<file path="src/rtl/nn_report_pkg.sv">
// Shared constants, state encodings and the class-to-ASCII helper for the
// result UART reporter. Honours the REPORT_CRLF_EN macro (CR/LF trailer).
package nn_report_pkg;

  localparam logic [7:0] ASCII_ZERO  = 8'h30;
  localparam logic [7:0] ASCII_QMARK = 8'h3F;
`ifdef REPORT_CRLF_EN
  localparam logic [7:0] ASCII_CR    = 8'h0D;
  localparam logic [7:0] ASCII_LF    = 8'h0A;
  localparam int unsigned MSG_LEN    = 3;
`else
  localparam int unsigned MSG_LEN    = 1;
`endif

  typedef enum logic [1:0] {
    TOP_IDLE   = 2'd0,
    TOP_LOAD   = 2'd1,
    TOP_WAIT   = 2'd2,
    TOP_FINISH = 2'd3
  } top_state_t;

  typedef enum logic [1:0] {
    TX_IDLE  = 2'd0,
    TX_START = 2'd1,
    TX_DATA  = 2'd2,
    TX_STOP  = 2'd3
  } tx_state_t;

  // Digits map to '0'..'9'; anything the network cannot name becomes '?'.
  function automatic logic [7:0] class_char(input logic [3:0] cls);
    logic [7:0] c;
    if (cls <= 4'd9) begin
      c = ASCII_ZERO + {4'd0, cls};
    end else begin
      c = ASCII_QMARK;
    end
    return c;
  endfunction

endpackage

</file>
<file path="src/rtl/result_uart_reporter_if.sv">
// Result handshake between the inference core (master) and the reporter (slave).
interface result_uart_reporter_if;
  logic       result_valid;
  logic [3:0] result_class;
  logic       busy;

  modport master (output result_valid, output result_class, input busy);
  modport slave  (input result_valid, input result_class, output busy);
endinterface

</file>
<file path="src/rtl/uart_tx_byte.sv">
// 8N1 byte serialiser: start bit, 8 data bits LSB first, stop bit, then a
// one-cycle done pulse. The line output is registered and idles high.
module uart_tx_byte
  import nn_report_pkg::*;
#(
  parameter int unsigned CLKS_PER_BIT = 5209
) (
  input  logic       clk,
  input  logic       resetn,
  input  logic       start,
  input  logic [7:0] data,
  output logic       tx_serial,
  output logic       done
);

  localparam logic [15:0] BIT_LAST = 16'(CLKS_PER_BIT - 1);

  tx_state_t   state_r;
  tx_state_t   state_next_s;
  logic [15:0] clk_cnt_r;
  logic [2:0]  bit_idx_r;
  logic [7:0]  shift_r;
  logic [7:0]  shift_next_s;
  logic        tx_r;
  logic        tx_next_s;
  logic        done_r;
  logic        done_next_s;
  logic        bit_end_s;

  assign bit_end_s = (clk_cnt_r == BIT_LAST);
  assign tx_serial = tx_r;
  assign done      = done_r;

  // State register.
  always_ff @(posedge clk or negedge resetn) begin
    if (!resetn) state_r <= TX_IDLE;
    else         state_r <= state_next_s;
  end

  // Next state: each phase ends on the bit-timer terminal count.
  always_comb begin
    state_next_s = state_r;
    case (state_r)
      TX_IDLE:  if (start) state_next_s = TX_START; else state_next_s = TX_IDLE;
      TX_START: if (bit_end_s) state_next_s = TX_DATA; else state_next_s = TX_START;
      TX_DATA:  if (bit_end_s && (bit_idx_r == 3'd7)) state_next_s = TX_STOP;
                else state_next_s = TX_DATA;
      TX_STOP:  if (bit_end_s) state_next_s = TX_IDLE; else state_next_s = TX_STOP;
      default:  state_next_s = TX_IDLE;
    endcase
  end

  // Output decode: next line level and done, computed ahead so they register cleanly.
  always_comb begin
    shift_next_s = shift_r;
    tx_next_s    = 1'b1;
    done_next_s  = 1'b0;
    if (state_r == TX_IDLE && start) begin
      shift_next_s = data;
    end else if (state_r == TX_DATA && bit_end_s) begin
      shift_next_s = {1'b1, shift_r[7:1]};
    end else begin
      shift_next_s = shift_r;
    end
    case (state_next_s)
      TX_START: tx_next_s = 1'b0;
      TX_DATA:  tx_next_s = shift_next_s[0];
      default:  tx_next_s = 1'b1;
    endcase
    done_next_s = (state_r == TX_STOP) && bit_end_s;
  end

  // Bit timer, bit index, shift register and registered outputs.
  always_ff @(posedge clk or negedge resetn) begin
    if (!resetn) begin
      clk_cnt_r <= 16'd0;
      bit_idx_r <= 3'd0;
      shift_r   <= 8'hFF;
      tx_r      <= 1'b1;
      done_r    <= 1'b0;
    end else begin
      shift_r <= shift_next_s;
      tx_r    <= tx_next_s;
      done_r  <= done_next_s;
      if (state_r == TX_IDLE || bit_end_s) clk_cnt_r <= 16'd0;
      else                                 clk_cnt_r <= clk_cnt_r + 16'd1;
      if (state_r != TX_DATA) bit_idx_r <= 3'd0;
      else if (bit_end_s)     bit_idx_r <= bit_idx_r + 3'd1;
      else                    bit_idx_r <= bit_idx_r;
    end
  end

endmodule

</file>
<file path="src/rtl/result_uart_reporter.sv">
// Reports each accepted argmax class as ASCII over UART, counts completed
// reports and flags results dropped while busy. REPORT_CRLF_EN appends CR/LF.
module result_uart_reporter
  import nn_report_pkg::*;
#(
  parameter int unsigned CLKS_PER_BIT = 5209
) (
  input  logic                   clk,
  input  logic                   resetn,
  result_uart_reporter_if.slave  res,
  output logic                   tx_serial,
  output logic [7:0]             sent_count,
  output logic                   overrun
);

  top_state_t state_r;
  top_state_t state_next_s;
  logic [3:0] cls_r;
  logic       busy_r;
  logic [7:0] sent_count_r;
  logic       overrun_r;
  logic       accept_s;
  logic       start_s;
  logic [7:0] byte_s;
  logic       tx_done_s;
  logic       last_byte_s;

  assign accept_s   = res.result_valid && !busy_r && (state_r == TOP_IDLE);
  assign res.busy   = busy_r;
  assign sent_count = sent_count_r;
  assign overrun    = overrun_r;

`ifdef REPORT_CRLF_EN
  logic [1:0] byte_idx_r;
  assign last_byte_s = (byte_idx_r == 2'(MSG_LEN - 1));

  // Message byte pointer: restarts on acceptance, steps after each byte.
  always_ff @(posedge clk or negedge resetn) begin
    if (!resetn)                                             byte_idx_r <= 2'd0;
    else if (accept_s)                                       byte_idx_r <= 2'd0;
    else if (state_r == TOP_WAIT && tx_done_s && !last_byte_s) byte_idx_r <= byte_idx_r + 2'd1;
    else                                                     byte_idx_r <= byte_idx_r;
  end
`else
  assign last_byte_s = 1'b1;
`endif

  // State register.
  always_ff @(posedge clk or negedge resetn) begin
    if (!resetn) state_r <= TOP_IDLE;
    else         state_r <= state_next_s;
  end

  // Next state: accept, start a byte, wait for it, repeat or finish.
  always_comb begin
    state_next_s = state_r;
    case (state_r)
      TOP_IDLE:   if (accept_s) state_next_s = TOP_LOAD; else state_next_s = TOP_IDLE;
      TOP_LOAD:   state_next_s = TOP_WAIT;
      TOP_WAIT:   if (!tx_done_s)     state_next_s = TOP_WAIT;
                  else if (last_byte_s) state_next_s = TOP_FINISH;
                  else                state_next_s = TOP_LOAD;
      TOP_FINISH: state_next_s = TOP_IDLE;
      default:    state_next_s = TOP_IDLE;
    endcase
  end

  // Outputs: transmitter start strobe and the current message byte.
  always_comb begin
    start_s = (state_r == TOP_LOAD);
`ifdef REPORT_CRLF_EN
    case (byte_idx_r)
      2'd0:    byte_s = class_char(cls_r);
      2'd1:    byte_s = ASCII_CR;
      2'd2:    byte_s = ASCII_LF;
      default: byte_s = ASCII_QMARK;
    endcase
`else
    byte_s = class_char(cls_r);
`endif
  end

  // Latch accepted class, busy flag, completed-report counter, sticky overrun.
  always_ff @(posedge clk or negedge resetn) begin
    if (!resetn) begin
      cls_r        <= 4'd0;
      busy_r       <= 1'b0;
      sent_count_r <= 8'd0;
      overrun_r    <= 1'b0;
    end else begin
      if (accept_s) begin
        cls_r  <= res.result_class;
        busy_r <= 1'b1;
      end else if (state_r == TOP_FINISH) begin
        busy_r       <= 1'b0;
        sent_count_r <= sent_count_r + 8'd1;
      end else begin
        busy_r <= busy_r;
      end
      if (res.result_valid && busy_r) overrun_r <= 1'b1;
      else                            overrun_r <= overrun_r;
    end
  end

  uart_tx_byte #(.CLKS_PER_BIT(CLKS_PER_BIT)) u_tx (
    .clk       (clk),
    .resetn    (resetn),
    .start     (start_s),
    .data      (byte_s),
    .tx_serial (tx_serial),
    .done      (tx_done_s)
  );

endmodule

</file>
<file path="src/flat_wrapper.sv">
// flat-port wrapper written by rule: the top's interface ports become plain ports
module result_uart_reporter_flat import nn_report_pkg::*;
#(
  parameter int unsigned CLKS_PER_BIT = 5209
)
  (clk, resetn, tx_serial, sent_count, overrun, res_result_valid, res_result_class, res_busy);
  result_uart_reporter_if res_i ();
  input  logic clk;
  input  logic resetn;
  output logic tx_serial;
  output logic [7:0] sent_count;
  output logic overrun;
  input wire logic [$bits(res_i.result_valid)-1:0] res_result_valid;
  input wire logic [$bits(res_i.result_class)-1:0] res_result_class;
  output wire logic [$bits(res_i.busy)-1:0] res_busy;
  assign res_i.result_valid = res_result_valid;
  assign res_i.result_class = res_result_class;
  assign res_busy = res_i.busy;
  result_uart_reporter #(.CLKS_PER_BIT(CLKS_PER_BIT)) u_core (.clk(clk), .resetn(resetn), .res(res_i), .tx_serial(tx_serial), .sent_count(sent_count), .overrun(overrun));
endmodule
</file>
<file path="config.mk">
export PLATFORM = sky130hd
export DESIGN_NAME = result_uart_reporter_flat
export DESIGN_NICKNAME = d
export VERILOG_FILES = /design/src/rtl/nn_report_pkg.sv /design/src/rtl/result_uart_reporter_if.sv /design/src/rtl/uart_tx_byte.sv /design/src/rtl/result_uart_reporter.sv /design/src/flat_wrapper.sv
export SDC_FILE = /design/constraint.sdc
export NUM_CORES = 1
export LEC_CHECK = 0
export BUFFER_PORTS_ARGS = -buffer_cell sky130_fd_sc_hd__buf_2
export CAP_MARGIN = 20
export CORE_MARGIN = 2
export CORE_UTILIZATION = 45
export CTS_CLUSTER_DIAMETER = 150
export DETAILED_ROUTE_END_ITERATION = 12
export HOLD_SLACK_MARGIN = 0.06
export PLACE_DENSITY = 0.65
export SYNTH_ARGS = -nofsm -noshare
export SYNTH_HDL_FRONTEND = slang
export SYNTH_HIERARCHICAL = 1
export SYNTH_SLANG_ARGS = --single-unit
</file>
<file path="constraint.sdc">
create_clock -name clk -period 2.9 [get_ports clk]
set_input_delay 0.58 -clock clk [delete_from_list [all_inputs] [get_ports clk]]
set_output_delay 0.58 -clock clk [all_outputs]
set_load 0.01 [all_outputs]
</file>
==> results of run 1 <==
-- report_power, final --
| group | switching, mW | total (mW) | internal, mW |
|---|---|---|---|
| combinational | 0.0148 | 0.0207 | 0.00588 |
| clock | 0.209 | 0.426 | 0.217 |
| sequential | 0.00133 | 0.662 | 0.660 |
| total | 0.225 | 1.11 | 0.883 |
-- per-layer routing --
layer	part of all wire	wire, um
met1	0.49	1770
met2	0.46	1660
met3	0.031	110
met4	0.013	48
met5	0	0
-- registers in the layout, summed over array words and instances (netlist names), 2 cells and up --
signal,cells
u_core/state_r,2
u_core/cls_r,4
u_core/u_tx/bit_idx_r,3
u_core/u_tx/shift_r,8
u_core/u_tx/state_r,2
u_core/sent_count,8
u_core/u_tx/clk_cnt_r,16
-- cells in the final DEF, fill, tap and decap left out, types with 2 or more instances in the layout --
cell type  count
clkbuf_8       7
mux2i_1        4
nand3_1        8
dfstp_2        9
nand4_1        3
nand2b_1       3
inv_1          9
dfrtp_1       38
nor3_1         3
conb_1         4
xnor2_1       11
a21oi_1        2
o21ai_0        4
nand2_1       12
xor2_1        11
nor4_1         2
and3_1         4
and2_1         2
buf_4          3
nor2_1        25
ha_1          10
buf_2         17
a21o_1         8
nor2b_1        3
mux2_2         5
a22o_1         4
-- path summary, 6_finish.rpt --
| kind | endpoint | cells past startpoint |
|---|---|---|
| min in group clk | u_core/overrun$_DFFE_PN0P_ | 1 |
| worst min register to register | u_core/overrun$_DFFE_PN0P_ | 1 |
| worst min-delay path | u_core/u_tx/clk_cnt_r[4]$_DFF_PN0_ | 1 |
| max in group asynchronous | u_core/u_tx/shift_r[6]$_DFFE_PN1P_ | 2 |
| worst max register to register | u_core/u_tx/tx_serial$_DFF_PN1_ | 5 |
| worst max-delay path | u_core/u_tx/tx_serial$_DFF_PN1_ | 5 |
-- metrics by stage --
stage                     utilization  power, mW  instances  hold slack (ps)  setup slack, ps
after floorplan                     -      0.677        207              284              553
after detailed placement        0.507      0.696        288              444              413
final                           0.528       1.11        296              414              382
after CTS                       0.528       1.13        296              450              384
after global placement          0.507      0.696        288              437              447
after global routing            0.528       1.17        296              488              300
-- cell families after synthesis --
family / synth area share
AOI/OAI and AO/OA: 0.0823
xor gates and xnor gates: 0.0856
adders and majority gates: 0.0556
buffers and inverters: 0.0261
DFF: 0.528
muxes: 0.0428
other: 0.00334
and+or+nand+nor: 0.177
-- cell type report --
cell class | instances | area (um^2) | share of cell area
clock inverter | 1 | 7.51 | 0.00297
sequential | 47 | 1190 | 0.470
clock buffer | 7 | 96.3 | 0.0381
multi-input combinational | 145 | 1010 | 0.400
timing repair buffer | 20 | 108 | 0.0426
tap | 67 | 83.8 | 0.0332
inverter | 9 | 33.8 | 0.0134
==> summary.md, run 1 <==
| Metric | Value |
|---|---|
| Final Hold Vio Count | `0` |
| Yosys cell types | `42` |
| Least-Margin Pin Slew | `933 ps` |
| Fin. max-slew vios | `0` |
| Post-CTS setup buffers | `0` |
| Grt met2 use | `0.234` |
| Area of the core | `4790 um^2` |
| Worst min path class | `in -> async` |
| CTS buffer count | `5` |
| DRT Wirelength | `3.59 mm` |
| Predominant post-synthesis flop cell | `dfrtp_1` |
| Clock sink count | `47` |
| CTS Buffer Depth | `2` |
| Die width | `74.7 um` |
| Largest net degree at the start of global routing | `44` |
| Run status | `completed` |
| Top-area cell type share of the netlist area | `0.422` |
| Via count | `1485` |
| Synth async-reset ratio | `1.00` |
| Fin crit period | `2520 ps` |
| Initial DRC count | `70` |
| DRC viols | `0` |
| Flop2flop setup slack | `380 ps` |
| Placed instance area | `2420 um^2` |
| Initial antenna violation count | `0` |
| Static Leakage | `1.21 nW` |
| Final period util | `0.868` |
| Antenna diodes | `0` |
| Setup CP Type | `reg -> reg` |
| Final setup TNS | `0 ps` |
| First-pass GRT wire length | `6.42 mm` |
| Hold Buf Count CTS | `0` |
| Top post-synthesis cells by count | `dfrtp_1, nor2_1, nand2_1` |
| Worst path buffer plus inverter count | `0` |
| Worst r2r src | `u_core/u_tx/clk_cnt_r[2]$_DFF_PN0_` |
| DP HPWL | `2.59 mm` |
| Critical path origin | `u_core/u_tx/clk_cnt_r[2]$_DFF_PN0_` |
| Family with the most delay on the worst path | `simple AND/OR/NAND/NOR gates` |
| # nets final | `245` |
| Gpl congestion | `0.767` |
| Met1 usage | `0.208` |
| Number of port buffers | `17` |
| Design area | `2530 um^2` |
| Yosys reg bits | `47` |
| Avg Inst Size Synth | `11.0 um^2` |
| Post-CTS sizing | `0` |
| RSZ-0062 raised after global routing | `no` |
| GRT Total Usage | `0.151` |
| Cell area after synthesis | `2250 um^2` |
| Worst-path cell chain | `or4b_1, or4_1, o311a_1, or3_4, a2bb2oi_1` |
| Post-Syn Instances | `205` |
| Dominant cell type by area after synthesis | `dfrtp_1` |
| Die Ht | `74.7 um` |
| Vias in the first global route | `1460` |
| Yosys warning total | `6` |
| Synth area leaders | `dfrtp_1, dfstp_2, ha_1` |
| GR Layer Usage met3 | `0.0402` |
| H-tree depth reported by CTS | `2` |
| Clk_skew | `11.6 ps` |
| Avg WL per Cell | `12.1 um` |
| Seq/Total Area, Yosys | `0.528` |
| Number of flops mapped to enable cells by yosys | `0` |
| CTS root buf | `clkbuf_8` |
| Worst vdd ir | `0.000208 V` |
| Final setup viols | `0` |
| P per Cell Area | `438 nW/um^2` |
| Area Growth Syn to Fin | `12.3%` |
| I/O Pins | `18` |
| CP max stage delay | `570 ps` |
| Vias per cell | `5.02` |
| FMAX | `397 MHz` |
| MaxCap Viol Count | `0` |
| CTS tree | `done` |
| Worst EP required | `3110 ps` |
| CP arrival | `2730 ps` |
| Antenna-violating nets left | `0` |
| DRT Pass-1 Iters | `4` |
| Row cnt | `25` |
| Clk pin slew, worst setup/hold paths | `90 ps` |
| Startpoint Class | `flop` |
| Grt total ovfl | `0` |
| Slowest-stage cell, CP | `or4_1` |
| Crit Path Max Fanout | `6` |
| Die Footprint | `5580 um^2` |
| CP Capture Type | `flop` |
| Busiest grt layer | `met2` |
| Share of cells above drive strength 1 | `0.205` |
| Count leader, synth | `dfrtp_1` |
| Fill count | `434` |
| Worst skew pair latency | `300 ps` |
| Max-slew headroom | `0.378` |
| Starting Density | `0.470` |
Note: power is estimated with default switching activity, not from simulation.
==> run 2: changes to the inputs <==
==> constraint.sdc (replaced) <==
create_clock -name clk -period 2.9 [get_ports clk]
set_input_delay 0.145 -clock clk [delete_from_list [all_inputs] [get_ports clk]]
set_output_delay 0.145 -clock clk [all_outputs]
set_load 0.005 [all_outputs]
==> run 2 against run 1 <==
Power grew 4.0%. Critical path type unchanged. Clock power grew 9.4%. Sequential cell count is the same. Largest cell class unchanged. Largest power group unchanged.
==> summary.md, run 2 (synthesized netlist as in run 1, its figures left out) <==
| Metric | Value |
|---|---|
| Static Leakage | `1.24 nW` |
| Post-CTS setup buffers | `0` |
| Post-CTS sizing | `0` |
| Area of the core | `4790 um^2` |
| DP HPWL | `2.45 mm` |
| Share of cells above drive strength 1 | `0.203` |
| Multi-input logic area | `1010 um^2` |
| Max reg flops | `16` |
| Critical path origin | `u_core/u_tx/clk_cnt_r[2]$_DFF_PN0_` |
| Antenna diodes | `0` |
| Busiest grt layer | `met2` |
| Worst path buffer plus inverter count | `0` |
| CP max stage delay | `570 ps` |
| RSZ-0062 raised after global routing | `no` |
| Fill count | `429` |
| Worst r2r src | `u_core/u_tx/clk_cnt_r[2]$_DFF_PN0_` |
| Grt total ovfl | `0` |
| Setup CP Type | `reg -> reg` |
| H-tree depth reported by CTS | `2` |
| Crit path capture | `u_core/u_tx/tx_serial$_DFF_PN1_` |
| Worst min path class | `in -> reg` |
| FF-to-FF path depth | `5` |
| Worst skew pair latency | `290 ps` |
| # nets final | `247` |
| Vias per cell | `4.87` |
| Met1 usage | `0.206` |
| Die Ht | `74.7 um` |
| Final WS setup | `398 ps` |
| First-pass GRT wire length | `6.31 mm` |
| Starting Density | `0.470` |
| Highest-count cells in the layout ignoring fill and taps | `dfrtp_1, nor2_1, buf_2` |
| Number of port buffers | `17` |
| Worst EP required | `3110 ps` |
| Slowest-stage cell, CP | `or4_1` |
| Commonest non-fill, non-tap cell in the layout | `dfrtp_1` |
| CP Capture Type | `flop` |
| Flop2flop setup slack | `400 ps` |
| Area Growth Syn to Fin | `14.2%` |
| Final setup viols | `0` |
| CTS tree | `done` |
| Family with the most delay on the worst path | `simple AND/OR/NAND/NOR gates` |
| CTS buffer count | `5` |
| DRT Wirelength | `3.51 mm` |
| Register area | `1190 um^2` |
| CTS Buffer Depth | `2` |
| Register name with the most flops | `u_core/u_tx/clk_cnt_r` |
| Clk_skew | `4.79 ps` |
| Final Power | `1.15 mW` |
| Largest net degree at the start of global routing | `48` |
| Final Hold Vio Count | `0` |
| Initial DRC count | `108` |
| GR Layer Usage met3 | `0.0402` |
| GRT Total Usage | `0.149` |
| P per Cell Area | `448 nW/um^2` |
| Grt met2 use | `0.225` |
| Reg2Reg Capture Point | `u_core/u_tx/tx_serial$_DFF_PN1_` |
| Via count | `1452` |
| Gpl congestion | `0.747` |
| Initial antenna violation count | `0` |
| Fin crit period | `2500 ps` |
| Run status | `completed` |
| DRT Pass-1 Iters | `4` |
| Final period util | `0.863` |
| Clock sink count | `47` |
| Clk pin slew, worst setup/hold paths | `80 ps` |
| Die width | `74.7 um` |
| Antenna-violating nets left | `0` |
| Pre-CTS WS | `410 ps` |
| Die Footprint | `5580 um^2` |
| Startpoint Class | `flop` |
| Hold Buf Count CTS | `2` |
| MaxCap Viol Count | `0` |
| Vias in the first global route | `1424` |
| I/O Pins | `18` |
| Row cnt | `25` |
| Worst vdd ir | `0.000303 V` |
| CTS root buf | `clkbuf_8` |
| Fin. max-slew vios | `0` |
| Crit Path Max Fanout | `6` |
| Levels on crit path | `5` |
| Final setup TNS | `0 ps` |
| Worst-path cell chain | `or4b_1, or4_1, o311a_1, or3_4, a2bb2oi_1` |
| Avg WL per Cell | `11.8 um` |
| CP arrival | `2710 ps` |
| DRC viols | `0` |
| FMAX | `400 MHz` |
[run 2: cell types whose count changed in the layout (fill, tap and decap cells not counted), sizes merged]
cell	delta
bufinv	+1
clkinv	+2
clkinvlp	-1
dlygate4sd3	+2
clkbuf	-2
[run 2: area by class of cell]
| class | instances | share of cell area |
|---|---|---|
| inverter | 9 | 0.0131 |
| sequential | 47 | 0.462 |
| clock buffer | 5 | 0.0268 |
| tap | 67 | 0.0326 |
| multi-input combinational | 145 | 0.394 |
| timing repair buffer | 22 | 0.0545 |
| clock inverter | 3 | 0.0170 |
[run 2: worst reg2reg max path, cell delays in order, from the launching register on]
cell and delay (ps):
dfrtp_1 430, or4b_1 520, or4_1 570, o311a_1 420
or3_4 340, a2bb2oi_1 150
[run 2: stage by stage]
stage / cell area (um^2) / instances / hold slack, ps / util
2_1_floorplan: 2260 / 207 / -151 / -
3_5_place_dp: 2420 / 287 / 371 / 0.505
6_report: 2570 / 298 / 81.5 / 0.537
3_3_place_gp: 2420 / 287 / 366 / 0.505
4_1_cts: 2550 / 297 / 67.2 / 0.533
5_1_grt: 2570 / 298 / 72.6 / 0.537
[run 2: power breakdown]
group          leakage [nW]  switching [mW]  total (mW)  internal (mW)
sequential            0.594         0.00142       0.662          0.660
clock                0.0581           0.209       0.466          0.257
combinational         0.583          0.0151      0.0246        0.00945
total                  1.24           0.226        1.15          0.926
[run 2: routing by layer]
layer | vias up | share of wire | wire length [um]
met1 | 686 | 0.54 | 1890
met2 | 20 | 0.43 | 1490
met3 | 2 | 0.031 | 110
met5 | - | 0 | 0
li1 | 744 | - | -
met4 | 0 | 0.0063 | 22
[run 2: worst min-delay path by stage]
stage / from / endpoint / depth (start not counted)
after floorplan: resetn / u_core/cls_r[0]$_DFFE_PN0P_ / 0
after global placement: res_result_valid / u_core/overrun$_DFFE_PN0P_ / 2
after detailed placement: res_result_valid / u_core/overrun$_DFFE_PN0P_ / 2
after CTS: res_result_class[1] / u_core/cls_r[1]$_DFFE_PN0P_ / 2
after global routing: res_result_class[3] / u_core/cls_r[3]$_DFFE_PN0P_ / 2
final: res_result_class[1] / u_core/cls_r[1]$_DFFE_PN0P_ / 2
